[src/rtl/pipeline_stall_ctrl_pkg.sv]
// Shared constants, instruction field positions and FSM encoding for the stall controller.
package pipeline_stall_ctrl_pkg;

    localparam logic [31:0] NOP_INSN = 32'h0000_0000;

    // Instruction field positions
    localparam int unsigned OPC_HI  = 31;
    localparam int unsigned OPC_LO  = 27;
    localparam int unsigned ALU_HI  = 6;
    localparam int unsigned ALU_LO  = 2;
    localparam int unsigned DIV_BIT = 2;

    localparam logic [4:0] OP_RTYPE = 5'b00000;
    localparam logic [4:0] ALU_MUL  = 5'b00110;
    localparam logic [4:0] ALU_DIV  = 5'b00111;

    typedef enum logic {
        IDLE    = 1'b0,
        MD_WAIT = 1'b1
    } state_t;

    // True when the instruction is an R-type mul or div.
    function automatic logic is_muldiv(input logic [31:0] insn);
        return (insn[OPC_HI:OPC_LO] == OP_RTYPE) &&
               ((insn[ALU_HI:ALU_LO] == ALU_MUL) || (insn[ALU_HI:ALU_LO] == ALU_DIV));
    endfunction

endpackage

[src/rtl/pipeline_stall_ctrl_latch.sv]
// PC + instruction pipeline register with hold and bubble-load controls.
module pipe_latch
    import pipeline_stall_ctrl_pkg::*;
#(
    parameter logic [31:0] NOP = NOP_INSN
) (
    input  logic        i_clk,
    input  logic        i_rst,
    input  logic        i_hold,
    input  logic        i_bubble,
    input  logic [31:0] i_pc,
    input  logic [31:0] i_insn,
    output logic [31:0] o_pc,
    output logic [31:0] o_insn
);

    logic [31:0] r_pc;
    logic [31:0] r_insn;

    // Bubble wins over hold; otherwise capture unless held.
    always_ff @(posedge i_clk or posedge i_rst) begin
        if (i_rst) begin
            r_pc   <= 32'h0;
            r_insn <= NOP;
        end else if (i_bubble) begin
            r_pc   <= 32'h0;
            r_insn <= NOP;
        end else if (!i_hold) begin
            r_pc   <= i_pc;
            r_insn <= i_insn;
        end
    end

    assign o_pc   = r_pc;
    assign o_insn = r_insn;

endmodule

[src/rtl/pipeline_stall_ctrl.sv]
// F/D and D/X latch control: load-use bubbles, branch squash and the mul/div wait handshake.
module pipeline_stall_ctrl
    import pipeline_stall_ctrl_pkg::*;
#(
    parameter logic [31:0] NOP        = NOP_INSN,
    parameter int unsigned MD_TIMEOUT = 40,
    parameter int unsigned CNT_W      = 32
) (
    input  logic             i_clock,
    input  logic             i_reset,
    input  logic             i_load_use_stall,
    input  logic             i_branch_flush,
    input  logic [31:0]      i_fetch_pc,
    input  logic [31:0]      i_fetch_insn,
    input  logic             i_md_ready,
    output logic             o_pc_we,
    output logic [31:0]      o_fd_pc,
    output logic [31:0]      o_fd_insn,
    output logic [31:0]      o_dx_pc,
    output logic [31:0]      o_dx_insn,
    output logic             o_xm_advance,
    output logic             o_md_start,
    output logic             o_md_is_div,
    output logic             o_md_timeout,
    output logic [CNT_W-1:0] o_bubble_count
);

    localparam int unsigned MD_CNT_W = (MD_TIMEOUT > 1) ? $clog2(MD_TIMEOUT) : 1;
    localparam logic [MD_CNT_W-1:0] MD_LAST = MD_CNT_W'(MD_TIMEOUT - 1);

    state_t              r_state;
    state_t              w_state_next;
    logic [MD_CNT_W-1:0] r_md_cnt;
    logic [MD_CNT_W-1:0] w_md_cnt_next;
    logic [CNT_W-1:0]    r_bubble_count;

    logic w_dx_is_md;
    logic w_advance;
    logic w_bubble_inc;
    logic w_fd_hold;
    logic w_fd_bubble;
    logic w_dx_hold;
    logic w_dx_bubble;

    assign w_dx_is_md = is_muldiv(o_dx_insn);

    pipe_latch #(
        .NOP (NOP)
    ) u_fd (
        .i_clk    (i_clock),
        .i_rst    (i_reset),
        .i_hold   (w_fd_hold),
        .i_bubble (w_fd_bubble),
        .i_pc     (i_fetch_pc),
        .i_insn   (i_fetch_insn),
        .o_pc     (o_fd_pc),
        .o_insn   (o_fd_insn)
    );

    pipe_latch #(
        .NOP (NOP)
    ) u_dx (
        .i_clk    (i_clock),
        .i_rst    (i_reset),
        .i_hold   (w_dx_hold),
        .i_bubble (w_dx_bubble),
        .i_pc     (o_fd_pc),
        .i_insn   (o_fd_insn),
        .o_pc     (o_dx_pc),
        .o_insn   (o_dx_insn)
    );

    // Next state, latch controls and handshake outputs.
    always_comb begin
        w_state_next  = r_state;
        w_md_cnt_next = r_md_cnt;
        w_advance     = 1'b0;
        w_bubble_inc  = 1'b0;
        w_fd_hold     = 1'b0;
        w_fd_bubble   = 1'b0;
        w_dx_hold     = 1'b0;
        w_dx_bubble   = 1'b0;
        o_pc_we       = 1'b1;
        o_xm_advance  = 1'b1;
        o_md_start    = 1'b0;
        o_md_is_div   = 1'b0;
        o_md_timeout  = 1'b0;

        unique case (r_state)
            IDLE: begin
                if (w_dx_is_md) begin
                    // Kick off mul/div and freeze; flush/stall cannot apply with X busy.
                    o_md_start    = 1'b1;
                    o_md_is_div   = o_dx_insn[DIV_BIT];
                    o_pc_we       = 1'b0;
                    o_xm_advance  = 1'b0;
                    w_fd_hold     = 1'b1;
                    w_dx_hold     = 1'b1;
                    w_md_cnt_next = '0;
                    w_state_next  = MD_WAIT;
                end else begin
                    w_advance = 1'b1;
                end
            end
            MD_WAIT: begin
                if (i_md_ready || (r_md_cnt == MD_LAST)) begin
                    o_md_timeout = !i_md_ready;
                    w_advance    = 1'b1;
                    w_state_next = IDLE;
                end else begin
                    o_pc_we       = 1'b0;
                    o_xm_advance  = 1'b0;
                    w_fd_hold     = 1'b1;
                    w_dx_hold     = 1'b1;
                    w_md_cnt_next = r_md_cnt + MD_CNT_W'(1);
                end
            end
            default: w_state_next = IDLE;
        endcase

        // Advance rules shared by IDLE and mul/div release: flush > stall > normal.
        if (w_advance) begin
            if (i_branch_flush) begin
                w_fd_bubble = 1'b1;
                w_dx_bubble = 1'b1;
            end else if (i_load_use_stall) begin
                o_pc_we      = 1'b0;
                w_fd_hold    = 1'b1;
                w_dx_bubble  = 1'b1;
                w_bubble_inc = 1'b1;
            end
        end
    end

    // FSM state, mul/div wait counter and bubble performance counter.
    always_ff @(posedge i_clock or posedge i_reset) begin
        if (i_reset) begin
            r_state        <= IDLE;
            r_md_cnt       <= '0;
            r_bubble_count <= '0;
        end else begin
            r_state  <= w_state_next;
            r_md_cnt <= w_md_cnt_next;
            if (w_bubble_inc) begin
                r_bubble_count <= r_bubble_count + CNT_W'(1);
            end
        end
    end

    assign o_bubble_count = r_bubble_count;

endmodule

[config.mk]
export PLATFORM = sky130hd
export DESIGN_NAME = pipeline_stall_ctrl
export DESIGN_NICKNAME = d
export VERILOG_FILES = /design/src/rtl/pipeline_stall_ctrl_pkg.sv /design/src/rtl/pipeline_stall_ctrl_latch.sv /design/src/rtl/pipeline_stall_ctrl.sv
export SDC_FILE = /design/constraint.sdc
export NUM_CORES = 1
export LEC_CHECK = 0
export ABC_CLOCK_PERIOD_IN_PS = 8350
export BUFFER_PORTS_ARGS = -buffer_cell sky130_fd_sc_hd__clkbuf_2
export CORE_ASPECT_RATIO = 1.4
export CORE_MARGIN = 1
export CORE_UTILIZATION = 51
export CTS_BUF_LIST = sky130_fd_sc_hd__clkbuf_8
export CTS_CLUSTER_DIAMETER = 80
export DETAILED_ROUTE_END_ITERATION = 10
export PLACE_DENSITY = 0.82
export SLEW_MARGIN = 10
export SYNTH_ARGS = -nofsm -noshare
export SYNTH_HDL_FRONTEND = slang
export SYNTH_SLANG_ARGS = --single-unit
[constraint.sdc]
create_clock -name i_clock -period 8.35 [get_ports i_clock]
set_clock_uncertainty 0.1 [all_clocks]
set_input_delay 2.0875 -clock i_clock [delete_from_list [all_inputs] [get_ports i_clock]]
set_output_delay 2.0875 -clock i_clock [all_outputs]
set_load 0.02 [all_outputs]
==> results of run 1 <==
## cells by family after synthesis
logic type	Yosys count	share of synthesized area (%)
compound gates	137	18.5
xor+xnor	34	4.64
fa+ha+maj	2	0.390
buf+inv	35	2.57
flops	167	65.1
mux	1	0.175
simple gates	92	8.63
## layout make-up
class | count | area (sq um)
sequential | 167 | 4180
tap | 150 | 188
inverter | 6 | 27.5
timing repair buffer | 238 | 1200
clock inverter | 10 | 80.1
multi-input combinational | 266 | 2090
fill | 931 | 4260
clock buffer | 21 | 289
## sequential cells by signal (all words and copies together) (netlist names)
signal / count
u_dx.o_pc: 32
o_bubble_count: 32
u_fd.o_pc: 32
u_dx.o_insn: 32
u_fd.o_insn: 32
r_md_cnt: 6
r_state: 1
## cells in the mapped netlist (2+ instances only)
| cell | number |
|---|---|
| xor2_1 | 12 |
| inv_2 | 2 |
| nor3_1 | 5 |
| inv_1 | 4 |
| a21oi_1 | 2 |
| nand2_1 | 21 |
| nor2b_1 | 2 |
| and3_1 | 9 |
| dfrtp_1 | 167 |
| nor3_2 | 3 |
| nand4_1 | 8 |
| buf_4 | 5 |
| buf_2 | 12 |
| nand3_1 | 13 |
| xnor2_1 | 22 |
| a22o_1 | 129 |
| nor2_1 | 13 |
| ha_1 | 2 |
| o21ai_0 | 2 |
| nor4_1 | 2 |
| clkbuf_1 | 12 |
## where the power goes
part	total (mW)	internal [mW]	switching, mW	leakage [nW]
registers	0.897	0.850	0.0471	2.25
logic	0.200	0.0752	0.124	1.86
clock network	0.536	0.262	0.274	0.192
total	1.63	1.19	0.446	4.31
## critical path: stages
cell	delay [ns]
clkbuf_2	0.09
and2b_1	0.24
o21ai_2	0.13
nand2_2	0.08
buf_4	0.55
inv_2	0.18
nand2_2	0.15
inv_1	0.05
clkbuf_2	0.15
## per-layer routing
| layer | share of wire [%] | global-route usage [%] | vias up |
|---|---|---|---|
| met5 | 0 | 0 | - |
| met4 | 3.1 | 11.7 | 0 |
| met3 | 5.4 | 5.95 | 38 |
| met2 | 52 | 41.2 | 182 |
| met1 | 40 | 29.4 | 2525 |
| li1 | - | - | 2193 |
## worst max-delay path by stage
stage                         to        from  slack, ns  cells after the start
4_1_cts                  o_pc_we  i_md_ready       2.45                      9
3_5_place_dp             o_pc_we  i_md_ready       2.46                      9
5_1_grt                  o_pc_we  i_md_ready       2.29                      9
3_3_place_gp             o_pc_we  i_md_ready       2.51                      9
2_1_floorplan  o_bubble_count[0]     i_reset       1.64                      1
6_report                 o_pc_we  i_md_ready       2.39                      9
## per-stage QoR
stage / cell area (sq um) / setup slack [ns] / std cells / utilization [%] / hold slack (ns)
2_1_floorplan: 6420 / 1.64 / 468 / - / 0.388
4_1_cts: 8060 / 2.45 / 858 / 65.4 / 0.393
6_report: 8060 / 2.39 / 858 / 65.4 / 0.386
3_3_place_gp: 7690 / 2.51 / 827 / 62.4 / 0.363
5_1_grt: 8060 / 2.29 / 858 / 65.4 / 0.420
3_5_place_dp: 7690 / 2.46 / 827 / 62.4 / 0.378
==> summary.md, run 1 <==
| Metric | Value |
|---|---|
| Max-Slew Margin vs Limit | `between 30% and 40%` |
| Clk buf depth | `2` |
| Detail Placement HPWL | `approximately 11000 um` |
| Synth top area cells | `dfrtp_1 (65%), a22o_1 (18%), xnor2_1 (3.0%)` |
| Reg2reg setup slack | `4.93 ns` |
| Clock root buffer | `clkbuf_8` |
| Max-slew violations | `0` |
| Area Growth Syn to Fin | `25.4%` |
| Reg clk slew, reported paths | `~0.08 ns` |
| Layout Nets | `767` |
| GR Overflow Total | `0` |
| Gr usage total | `between 20 and 25%` |
| Post-route setup TNS | `0 ns` |
| Outcome | `finished clean` |
| CP Data Arrival Time | `about 3.8 ns` |
| Initial antenna violation count | `0` |
| Starting Density | `about 52%` |
| Synthesized instance count | `~470` |
| CTS Buf Count | `17` |
| Pwr/cell area | `roughly 200 nW/um^2` |
| # rows | `between 40 and 50` |
| Avg WL per Cell | `18.4 um` |
| CP max FO | `65` |
| Startpoint types | `primary input` |
| Most frequent cells in the layout | `clkbuf_2 (233), dfrtp_1 (167), a22o_1 (129)` |
| First-pass GRT wire length | `approximately 25000 um` |
| Post-Syn Area | `about 6400 sq um` |
| R2r endpoint | `u_fd.o_insn[13]` |
| Period minus WS final | `~6 ns` |
| Core area | `roughly 12000 sq um` |
| Die height | `approximately 130 um` |
| RSZ-0062 raised after global routing | `no` |
| Die area | `13000 sq um` |
| Slew @ Worst Pin | `between 0.9 and 1 ns` |
| Worst skew pair latency | `about 0.44 ns` |
| Die Wd | `just under 100 um` |
| Post-synth EDFFs | `0` |
| Async SR Flop Fraction | `100%` |
| Clock sinks | `approximately 170` |
| ANT cells | `0` |
| Required @ worst endpoint | `slightly above 6 ns` |
| Mean Syn Cell Area | `between 10 and 15 sq um` |
| # hold bufs at CTS | `0` |
| Synth warn | `0` |
| Vias per std cell | `5.76` |
| # H-tree levels | `4` |
| Post-CTS Setup Inserts | `0` |
| DRT Pass-1 Iters | `4` |
| Global placement routability congestion | `about 0.83` |
| Ys flop type | `dfrtp_1` |
| Reg2Reg Launch Point | `r_md_cnt[0]` |
| R2R cell count | `9` |
| Min-delay src | `o_bubble_count[31]` |
| Final Hold Vio Count | `0` |
| Distinct cells, synth | `42` |
| Class of the worst hold path | `reg -> reg` |
| Hold Path Cell Cnt | `1` |
| 1st-iter DRT viols | `270` |
| Fmax | `approximately 0.17 GHz` |
| IO Count | `234` |
| Vias in the first global route | `5011` |
| Leakage | `roughly 4.3 nW` |
| Syn Nets | `about 540` |
| Post-DRT Antenna Nets | `0` |
| Largest net degree at the start of global routing | `between 90 and 100` |
| Largest area contributor in the netlist | `dfrtp_1` |
| Seq/Total Area, Yosys | `between 60% and 70%` |
| Drt drc | `0` |
| Post-synth top area share | `between 60 and 70%` |
| Max Cap Viol | `0` |
| Synthesized flop and latch total | `approximately 170` |
| Total power | `between 1.5 and 2 mW` |
| Final worst-path cycle share | `71.4%` |
| Worst VDD drop | `0.119 mV` |
| Vias | `between 4k and 5k` |
| Share of cells above drive strength 1 | `40.5%` |
| Commonest non-fill, non-tap cell in the layout | `clkbuf_2` |
| CTS tree | `done` |
| Hold EP | `o_bubble_count[31]` |
| Critical Path Sink Type | `output port` |
| Port Buffers | `around 230` |
| # setup viols final | `0` |
| Critical path type | `in -> out` |
| Gates resized, CTS repair | `0` |
| Wire length after detailed routing | `around 16000 um` |
Note: power is estimated with default switching activity, not from simulation.
==> run 2: changes to the inputs <==
--- a/config.mk
+++ b/config.mk
@@ -5,15 +5,15 @@
 export SDC_FILE = /design/constraint.sdc
 export NUM_CORES = 1
 export LEC_CHECK = 0
-export ABC_CLOCK_PERIOD_IN_PS = 8350
+export ABC_CLOCK_PERIOD_IN_PS = 5400
 export BUFFER_PORTS_ARGS = -buffer_cell sky130_fd_sc_hd__clkbuf_2
 export CORE_ASPECT_RATIO = 1.4
 export CORE_MARGIN = 1
-export CORE_UTILIZATION = 51
+export CORE_UTILIZATION = 46
 export CTS_BUF_LIST = sky130_fd_sc_hd__clkbuf_8
 export CTS_CLUSTER_DIAMETER = 80
 export DETAILED_ROUTE_END_ITERATION = 10
-export PLACE_DENSITY = 0.82
+export PLACE_DENSITY = 0.78
 export SLEW_MARGIN = 10
 export SYNTH_ARGS = -nofsm -noshare
 export SYNTH_HDL_FRONTEND = slang
==> constraint.sdc (replaced) <==
create_clock -name i_clock -period 5.4 [get_ports i_clock]
set_clock_uncertainty 0.1 [all_clocks]
set_input_delay 1.35 -clock i_clock [delete_from_list [all_inputs] [get_ports i_clock]]
set_output_delay 1.35 -clock i_clock [all_outputs]
set_load 0.02 [all_outputs]
==> summary.md, run 2 (same netlist as run 1, synthesis figures left out) <==
| Metric | Value |
|---|---|
| Port Buffers | `233 (unchanged)` |
| Wire length after detailed routing | `16000 um (+0.92%)` |
| Startpoint types | `primary input` |
| Initial antenna violation count | `0 (unchanged)` |
| Share of cells above drive strength 1 | `40.7% (+0.20 points)` |
| Die Wd | `102 um (+5.2%)` |
| CTS Buf Count | `17 (unchanged)` |
| Outcome | `finished clean` |
| Fillers | `1149 (+23%)` |
| 1st-iter DRT viols | `187 (-31%)` |
| CP max FO | `7 (-89%)` |
| Pwr/cell area | `309 nW/um^2 (+53%)` |
| R2R cell count | `7 (-2)` |
| Hold Slack | `0.392 ns (+0.00609 ns)` |
| Period minus WS final | `3.78 ns` |
| Clock root buffer | `clkbuf_8` |
| Clk buf depth | `2 (unchanged)` |
| Critical path type | `in -> out` |
| GR Overflow Total | `0 (unchanged)` |
| Commonest non-fill, non-tap cell in the layout | `clkbuf_2` |
| Drt drc | `0 (unchanged)` |
| Die area | `14400 sq um (+11%)` |
| Max-Slew Margin vs Limit | `39.6% (+1.0 points)` |
| Post-CTS Setup Inserts | `0 (unchanged)` |
| Reg clk slew, reported paths | `0.09 ns (about the same)` |
| Reg2Reg Launch Point | `u_dx.o_insn[27]` |
| # setup viols final | `0 (unchanged)` |
| Gr usage total | `23.0% (-1.4 points)` |
| Worst VDD drop | `0.191 mV (+60%)` |
| Worst path max stage delay | `0.21 ns (-0.34 ns)` |
| Final worst-path cycle share | `between 60% and 70%` |
| Crit path launch | `i_md_ready` |
| Register area | `4180 sq um (unchanged)` |
| Max-slew violations | `0 (unchanged)` |
| Critical Path Sink Type | `output port` |
| Largest net degree at the start of global routing | `168 (+85%)` |
| Starting Density | `47.5% (-4.6 points)` |
| # hold bufs at CTS | `0 (unchanged)` |
| Area Growth Syn to Fin | `26.0%` |
| CP delay by family, top | `buffers and inverters` |
| Layout Nets | `766 (-0.13%)` |
| # rows | `50 (+4.2%)` |
| IO Count | `234 (unchanged)` |
| Vias | `4925 (-0.26%)` |
| Max Cap Viol | `0 (unchanged)` |
| Most frequent cells in the layout | `clkbuf_2 (233), dfrtp_1 (167), a22o_1 (129)` |
| CP bufs+invs | `4 (-1)` |
| Clock sinks | `167 (unchanged)` |
| Required @ worst endpoint | `3.95 ns (-2.21 ns)` |
| Reg2reg setup slack | `2.54 ns (-2.39 ns)` |
| Capture point of the worst path | `o_pc_we` |
| Cell-by-cell listing of the critical path | `clkbuf_2 -> and2b_1 -> o21ai_2 -> nand2_2 -> inv_2 -> nand2_2 -> inv_1 -> clkbuf_2` |
| Vias per std cell | `5.54 (-3.7%)` |
| Multi-input logic area | `2090 sq um (unchanged)` |
| ANT cells | `0 (unchanged)` |
| Post-DRT Antenna Nets | `0 (unchanged)` |
| First-pass GRT wire length | `25600 um (+2.1%)` |
| Crit path depth | `8 (-1)` |
| Global placement routability congestion | `0.808 (-2.1%)` |
| Fmax | `approximately 0.26 GHz` |
| Post-route setup TNS | `0 ns (unchanged)` |
| Final Hold Vio Count | `0 (unchanged)` |
| Core area | `13500 sq um (+9.8%)` |
| Crit path max-delay cell type | `and2b_1` |
| Slew @ Worst Pin | `0.906 ns (-0.0155 ns)` |
| R2r endpoint | `u_fd.o_pc[18]` |
| Die height | `142 um (+5.2%)` |
| CP Data Arrival Time | `2.33 ns (-1.44 ns)` |
| CTS tree | `done` |
| Detail Placement HPWL | `10900 um (-0.37%)` |
| Leakage | `4.28 nW (-0.68%)` |
| Class of the worst hold path | `reg -> reg` |
| # H-tree levels | `4 (unchanged)` |
| Vias in the first global route | `5040 (+0.58%)` |
| Worst skew pair latency | `0.42 ns (-0.02 ns)` |
| DRT Pass-1 Iters | `4 (unchanged)` |
| Avg WL per Cell | `18.0 um (-2.6%)` |
| Gates resized, CTS repair | `0 (unchanged)` |
| RSZ-0062 raised after global routing | `no` |
run 2: worst min-delay path by stage:
| stage | depth (start not counted) | end | startpoint |
|---|---|---|---|
| CTS | 1 | o_bubble_count[31] | o_bubble_count[31] |
| floorplan | 1 | r_md_cnt[0] | r_md_cnt[0] |
| global placement | 1 | o_bubble_count[31] | o_bubble_count[31] |
| global route | 1 | o_bubble_count[26] | o_bubble_count[26] |
| detailed placement | 1 | o_bubble_count[31] | o_bubble_count[31] |
| finish | 1 | o_bubble_count[31] | o_bubble_count[31] |
run 2: metal layers:
layer | track usage, % | vias up | wire length [um]
li1 | - | 2200 | -
met1 | 28.2 | 2498 | 6390
met2 | 38.1 | 193 | 8140
met3 | 6.21 | 34 | 960
met4 | 9.62 | 0 | 478
met5 | 0 | - | 0
run 2: final cells by class:
| cell class | count | share of cell area, % |
|---|---|---|
| Sequential cell | 167 | 51.6 |
| Multi-Input combinational cell | 266 | 25.8 |
| Timing Repair Buffer | 237 | 15.1 |
| Clock buffer | 17 | 2.89 |
| Tap cell | 182 | 2.81 |
| Clock inverter | 14 | 1.42 |
| Inverter | 6 | 0.325 |
run 2: report_power, final:
| group | switching [mW] | internal (mW) |
|---|---|---|
| sequential | 0.0733 | 1.31 |
| clock | 0.473 | 0.326 |
| combinational | 0.197 | 0.118 |
| total | 0.744 | 1.76 |
run 2: per-stage QoR:
| step | power (mW) | utilization [%] | instances | instance area [sq um] | setup WS (ns) |
|---|---|---|---|---|---|
| 6_report | 2.50 | 59.9 | 889 | 8090 | 1.62 |
| 5_1_grt | 2.61 | 59.9 | 889 | 8090 | 1.56 |
| 4_1_cts | 2.53 | 59.9 | 889 | 8090 | 1.62 |
| 3_5_place_dp | 1.73 | 57.3 | 858 | 7740 | 1.63 |
| 3_3_place_gp | 1.71 | 57.3 | 858 | 7740 | 1.67 |
| 2_1_floorplan | 1.59 | - | 468 | 6420 | 1.43 |
run 2: worst reg2reg max path, cell delays in order, from the launching register on:
cell and delay (ns):
dfrtp_1 0.40, nor4_1 0.39, nand3_1 0.32, nand2_2 0.17, buf_4 0.62, nor3_4 0.07
buf_12 0.25, a22o_1 0.41
